File: config.mk
export PLATFORM = sky130hd
export DESIGN_NAME = grid_pixel_writer
export DESIGN_NICKNAME = d
export VERILOG_FILES = /design/src/rtl/grid_pixel_writer.sv
export SDC_FILE = /design/constraint.sdc
export NUM_CORES = 1
export LEC_CHECK = 0
export BUFFER_PORTS_ARGS = -buffer_cell sky130_fd_sc_hd__buf_2
export CAP_MARGIN = 0
export CORE_UTILIZATION = 50
export DETAILED_ROUTE_END_ITERATION = 8
export PLACE_DENSITY = 0.71
export SETUP_SLACK_MARGIN = 0.1
export SLEW_MARGIN = 25
export SYNTH_ARGS = -nofsm -noshare
export SYNTH_HDL_FRONTEND = slang
export SYNTH_SLANG_ARGS = --single-unit
File: constraint.sdc
create_clock -name clk -period 2.4 [get_ports clk]
set_input_delay 0.48 -clock clk [delete_from_list [all_inputs] [get_ports clk]]
set_output_delay 0.48 -clock clk [all_outputs]
set_load 0.005 [all_outputs]
File: src/rtl/grid_pixel_writer.sv
// Drives an 8080-style 8-bit LCD write bus from game-grid cell requests.
// Handles the power-up init stream with timed waits, then fills one CELL_PX x CELL_PX cell per request.
module grid_pixel_writer #(
  parameter int          GRID_BITS = 4,
  parameter int          CELL_PX   = 10,
  parameter int          HALF      = 1,
  parameter int          RST_DLY   = 1200,
  parameter int          SLP_DLY   = 12000,
  parameter logic [7:0]  MADCTL    = 8'h00
) (
  input  logic                 clk,
  input  logic                 nrst,
  input  logic                 init_cycle,
  input  logic                 en_update,
  input  logic [GRID_BITS-1:0] x,
  input  logic [GRID_BITS-1:0] y,
  input  logic [2:0]           obj_code,
  output logic                 busy,
  output logic                 cmd_done,
  output logic                 inited,
  output logic                 wr,
  output logic                 dcx,
  output logic [7:0]           D
);

  // state     | meaning
  // IDLE      | bus quiet, sampling init_cycle / en_update
  // INIT_SEND | clocking out init command/data bytes
  // INIT_WAIT | timed pause after SWRESET or SLPOUT
  // ADDR      | column (2A) and page (2B) address windows
  // RAMWR     | memory write command (2C)
  // PIXELS    | colour bytes, high then low, for every pixel in the cell
  // DONE      | one-cycle completion pulse
  typedef enum logic [2:0] {IDLE, INIT_SEND, INIT_WAIT, ADDR, RAMWR, PIXELS, DONE} state_t;

  localparam int PHW     = $clog2(2*HALF);
  localparam int NPIX    = CELL_PX*CELL_PX;
  localparam int PCW     = $clog2(NPIX+1);
  localparam int DLY_MAX = (RST_DLY > SLP_DLY) ? RST_DLY : SLP_DLY;
  localparam int TW      = $clog2(DLY_MAX+1);

  localparam logic [PHW-1:0] PH_TOP  = PHW'(2*HALF-1);
  localparam logic [PHW-1:0] PH_HALF = PHW'(HALF);
  localparam logic [TW-1:0]  RST_LD  = TW'(RST_DLY-1);
  localparam logic [TW-1:0]  SLP_LD  = TW'(SLP_DLY-1);
  localparam logic [PCW-1:0] NPIX_LD = PCW'(NPIX);
  localparam logic [15:0]    CELL16  = 16'(CELL_PX);

  state_t               state;
  logic [PHW-1:0]       ph;
  logic [3:0]           idx;
  logic [TW-1:0]        tmr;
  logic [PCW-1:0]       pix_left;
  logic                 lo_sel;
  logic [GRID_BITS-1:0] x_q, y_q;
  logic [15:0]          col_q;
  logic [15:0]          x0, x1, y0, y1;
  logic                 addr_dcx;
  logic [7:0]           addr_d;

  function automatic logic [8:0] init_byte(input logic [3:0] i);
    case (i)
      4'd0:    return {1'b0, 8'h01};
      4'd1:    return {1'b0, 8'h11};
      4'd2:    return {1'b0, 8'h3A};
      4'd3:    return {1'b1, 8'h55};
      4'd4:    return {1'b0, 8'h36};
      4'd5:    return {1'b1, MADCTL};
      default: return {1'b0, 8'h29};
    endcase
  endfunction

  function automatic logic [15:0] palette(input logic [2:0] c);
    case (c)
      3'd0:    return 16'h0000;
      3'd1:    return 16'hFFFF;
      3'd2:    return 16'hF800;
      3'd3:    return 16'h07E0;
      3'd4:    return 16'h001F;
      3'd5:    return 16'hFFE0;
      3'd6:    return 16'h07FF;
      default: return 16'hF81F;
    endcase
  endfunction

  assign x0 = 16'(x_q) * CELL16;
  assign y0 = 16'(y_q) * CELL16;
  assign x1 = x0 + CELL16 - 16'd1;
  assign y1 = y0 + CELL16 - 16'd1;

  // idx names the next address-phase byte; 0 (2A) is sent on acceptance
  always_comb begin
    addr_dcx = 1'b1;
    addr_d   = 8'h00;
    case (idx)
      4'd1: addr_d = x0[15:8];
      4'd2: addr_d = x0[7:0];
      4'd3: addr_d = x1[15:8];
      4'd4: addr_d = x1[7:0];
      4'd5: begin addr_dcx = 1'b0; addr_d = 8'h2B; end
      4'd6: addr_d = y0[15:8];
      4'd7: addr_d = y0[7:0];
      4'd8: addr_d = y1[15:8];
      4'd9: addr_d = y1[7:0];
      default: ;
    endcase
  end

  always_ff @(posedge clk) begin
    if (!nrst) begin
      state    <= IDLE;
      wr       <= 1'b1;
      dcx      <= 1'b1;
      D        <= 8'h00;
      busy     <= 1'b0;
      cmd_done <= 1'b0;
      inited   <= 1'b0;
      ph       <= '0;
      idx      <= '0;
      tmr      <= '0;
      pix_left <= '0;
      lo_sel   <= 1'b0;
      x_q      <= '0;
      y_q      <= '0;
      col_q    <= '0;
    end else begin
      // window tick; a byte launch below overrides wr/ph on the last cycle
      if (ph != '0) begin
        ph <= ph - 1'b1;
        wr <= (ph <= PH_HALF);
      end
      case (state)
        IDLE: begin
          if (init_cycle) begin
            {wr, dcx, D, ph} <= {1'b0, init_byte(4'd0), PH_TOP};
            idx   <= 4'd1;
            busy  <= 1'b1;
            state <= INIT_SEND;
          end else if (en_update && inited) begin
            {wr, dcx, D, ph} <= {1'b0, 1'b0, 8'h2A, PH_TOP};
            x_q   <= x;
            y_q   <= y;
            col_q <= palette(obj_code);
            idx   <= 4'd1;
            busy  <= 1'b1;
            state <= ADDR;
          end
        end
        INIT_SEND: begin
          if (ph == '0) begin
            if (idx == 4'd1 || idx == 4'd2) begin
              tmr   <= (idx == 4'd1) ? RST_LD : SLP_LD;
              state <= INIT_WAIT;
            end else if (idx == 4'd7) begin
              inited   <= 1'b1;
              cmd_done <= 1'b1;
              state    <= DONE;
            end else begin
              {wr, dcx, D, ph} <= {1'b0, init_byte(idx), PH_TOP};
              idx <= idx + 1'b1;
            end
          end
        end
        INIT_WAIT: begin
          if (tmr != '0) begin
            tmr <= tmr - 1'b1;
          end else begin
            {wr, dcx, D, ph} <= {1'b0, init_byte(idx), PH_TOP};
            idx   <= idx + 1'b1;
            state <= INIT_SEND;
          end
        end
        ADDR: begin
          if (ph == '0) begin
            if (idx == 4'd10) begin
              {wr, dcx, D, ph} <= {1'b0, 1'b0, 8'h2C, PH_TOP};
              state <= RAMWR;
            end else begin
              {wr, dcx, D, ph} <= {1'b0, addr_dcx, addr_d, PH_TOP};
              idx <= idx + 1'b1;
            end
          end
        end
        RAMWR: begin
          if (ph == '0) begin
            {wr, dcx, D, ph} <= {1'b0, 1'b1, col_q[15:8], PH_TOP};
            pix_left <= NPIX_LD;
            lo_sel   <= 1'b1;
            state    <= PIXELS;
          end
        end
        PIXELS: begin
          if (ph == '0) begin
            if (lo_sel) begin
              {wr, dcx, D, ph} <= {1'b0, 1'b1, col_q[7:0], PH_TOP};
              lo_sel <= 1'b0;
            end else if (pix_left == PCW'(1)) begin
              cmd_done <= 1'b1;
              state    <= DONE;
            end else begin
              {wr, dcx, D, ph} <= {1'b0, 1'b1, col_q[15:8], PH_TOP};
              pix_left <= pix_left - 1'b1;
              lo_sel   <= 1'b1;
            end
          end
        end
        DONE: begin
          cmd_done <= 1'b0;
          busy     <= 1'b0;
          state    <= IDLE;
        end
        default: state <= IDLE;
      endcase
    end
  end

endmodule

==> summary.md <==
| Metric | Value |
|---|---|
| Max Slew Vio Count | `0` |
| Synthesized area | `3500 µm²` |
| Sequential-to-total area share from yosys stat | `30.9%` |
| CP endpoint | `D[6]$_SDFFE_PN0P_` |
| R2R setup slack | `0.04 ns` |
| Wire length of the first global-routing pass | `15700 µm` |
| Syn_nets | `478` |
| Max frequency | `423 MHz` |
| Routed WL per cell | `16.0 µm` |
| Most frequent cells in the layout | `nor2_1, buf_4, dfxtp_1, nand2_1, a21oi_1` |
| Die area | `7340 µm²` |
| Total power | `5730 µW` |
| CTS tree | `yes` |
| Place WS | `-0.0440 ns` |
| H-tree depth | `2` |
| Post-route setup slack | `0.0384 ns` |
| RSZ-0062 raised after global routing | `true` |
| CP endpoint kind | `flip-flop` |
| Final WL | `9710 µm` |
| TritonCTS buffer count | `5` |
| First-pass DRT Iterations | `5` |
| Clock-pin slew on the worst setup and hold paths | `0.10 ns` |
| Worst setup startpoint | `tmr[0]$_SDFFE_PN0P_` |
| Total track usage | `26.6%` |
| Max FO, Critical Path | `5` |
| Antenna violations before repair | `0` |
| Die Wd | `85.7 µm` |
| Clock Tree Root | `clkbuf_8` |
| Critical Path RT | `2.62 ns` |
| Placed wire-length estimate | `6920 µm` |
| Syn avg cell area | `7.89 µm²` |
| Post-route clock period utilization | `98.4%` |
| Setup CP Type | `reg2reg` |
| Clock Skew | `0.0110 ns` |
| Largest net degree at the start of global routing | `34` |
| Outcome | `complete, no violations` |
| Post-route DRC | `0` |
| Share of cells above drive strength 1 | `26.4%` |
| DR vias | `3646` |
| Placeable Area | `6790 µm²` |
| Slew HR | `64.8%` |
| Grt ovf | `0` |
| Final GP Congestion | `0.987` |
| Filler Cell Count | `588` |
| Number of global-route vias before repair | `3264` |
| Io pins | `28` |
| Final ANT Viol Nets | `0` |
| Drt initial violations | `310` |
| Asr flop ratio synth | `0%` |
| Post-Synthesis Cells | `444` |
| EDFF count, synth | `0` |
| Max cap viols | `0` |
| Hold WC Path Type | `in2reg` |
| Leak | `0.00175 µW` |
| Port-buffer cells | `27` |
| Crit path time final | `2.36 ns` |
| Number of synthesis warnings | `0` |
| Worst-Margin Slew | `0.529 ns` |
| Drt via density | `6.00` |
| Number of clock sinks | `54` |
| Die Y | `85.7 µm` |
| R2r endpoint | `D[6]$_SDFFE_PN0P_` |
| Setup-failing EPs final | `0` |
| Sequential cell area | `1090 µm²` |
| Ys flop type | `dfxtp_1` |
| Rows | `30` |
| Largest buffer count on any clock path | `2` |
| Yosys reg bits | `54` |
| Max VDD drop | `0.794 mV` |
| Worst-Skew Late Latency | `0.31 ns` |
| Initial core utilization | `51.5%` |
| Startpoint types | `flip-flop` |
| Area Growth Syn to Fin | `25.9%` |
| Library cells used by synthesis | `59` |
| Layout Nets | `545` |
| Cells on worst reg2reg path | `11` |
| Multi-input gate area | `2430 µm²` |
| R2R Path Start | `tmr[0]$_SDFFE_PN0P_` |
| Final Hold Fails | `0` |
| Crit path arrival time | `2.58 ns` |
| Power Density | `1300 nW/µm²` |
| ANT cells | `0` |
## where the power goes
group          total, µW  switching [µW]  internal, µW
sequential          1430             265          1160
combinational       3720            1960          1760
clock                585             293           292
total               5730            2520          3210
## state kept, by name, indices dropped and copies added, names as in the netlist, 3 cells and up
name,flops
pix_left,7
tmr,14
x_q,4
col_q,3
y_q,4
idx,4
D,8
state,3
## critical path: stages, from the launching register on
cell,delay [ns]
dfxtp_2,0.34
inv_2,0.07
ha_4,0.13
or4b_4,0.47
nor4_4,0.26
buf_4,0.18
o21ai_4,0.06
a2111oi_4,0.21
buf_6,0.19
buf_12,0.12
nor2_1,0.04
a41o_1,0.19
## worst min-delay path by stage
stage                          startpoint  slack, ns  cells after the start                     to
floorplan             tmr[0]$_SDFFE_PN0P_       0.46                      1    tmr[0]$_SDFFE_PN0P_
global placement    cmd_done$_SDFFE_PN0P_       0.46                      2  cmd_done$_SDFFE_PN0P_
detailed placement  cmd_done$_SDFFE_PN0P_       0.47                      2  cmd_done$_SDFFE_PN0P_
CTS                                  y[1]       0.40                      3    y_q[1]$_SDFFE_PN0P_
global route                         y[0]       0.41                      3    y_q[0]$_SDFFE_PN0P_
finish                               y[1]       0.40                      3    y_q[1]$_SDFFE_PN0P_
## timing repair
action | 4_1_cts | 5_1_grt
cloned | 0 | 4
pin swaps | 9 | 5
hold buffers | 0 | 0
resized for setup | 17 | 23
setup endpoints to repair | 13 | 28
setup buffers | 6 | 6
## cells by family (layout without fill, tap and decap cells)
group           Yosys count  in the layout  synth area share [%]
mux                      11             11                  3.22
fa+ha+maj                19             19                  7.22
buf+inv                  37            105                  4.22
xor+xnor                 18             18                  4.50
compound gates          139            139                  26.4
simple gates            166            166                  23.5
flops                    54             54                  30.9
## Yosys cell counts (4+ instances only)
library cell,count,area share (%)
dfxtp_1,54,31
nor4_1,5,0.89
o21ai_0,34,4.9
a31oi_1,11,2.0
inv_1,13,1.4
nor3_1,10,1.4
nor2b_1,6,1.1
nand3_1,18,2.6
and2_1,4,0.71
nor2_1,52,5.6
mux2i_1,9,2.6
or4_1,6,1.3
clkbuf_1,21,2.3
xnor2_1,9,2.3
nand2b_1,7,1.3
nand3b_1,4,0.86
a211oi_1,9,1.9
nand2_1,39,4.2
o211ai_1,5,1.1
a21oi_1,37,5.3
o22ai_1,5,0.89
o31ai_1,7,1.5
xor2_1,9,2.3
ha_1,17,6.1
## layer usage
| metal | vias to the layer above | GRT usage [%] | share of wire, % | wire length (µm) |
|---|---|---|---|---|
| li1 | 1764 | - | - | - |
| met1 | 1701 | 37.5 | 45 | 4400 |
| met2 | 169 | 42.5 | 46 | 4490 |
| met3 | 12 | 3.95 | 7.1 | 691 |
| met4 | 0 | 7.27 | 1.3 | 131 |
| met5 | - | 0 | 0 | 0 |
## through the flow
| step | hold slack (ns) | area [µm²] | utilization (%) | instances | TNS [ns] |
|---|---|---|---|---|---|
| floorplan | 0.460 | 3520 | - | 444 | 0 |
| global placement | 0.456 | 4000 | 58.9 | 584 | 0 |
| detailed placement | 0.468 | 4000 | 58.9 | 584 | -0.192 |
| CTS | 0.396 | 4230 | 62.2 | 598 | 0 |
| global route | 0.412 | 4410 | 64.9 | 608 | -0.416 |
| finish | 0.398 | 4410 | 64.9 | 608 | 0 |
## final cells by class
class / count / share of cell area, %
Tap cell: 96 / 2.72
Inverter: 13 / 1.11
Timing Repair Buffer: 84 / 14.0
Clock buffer: 8 / 2.50
Sequential cell: 54 / 24.7
Multi-Input combinational cell: 353 / 55.1
No activity file was read; power rests on OpenSTA's default activity.
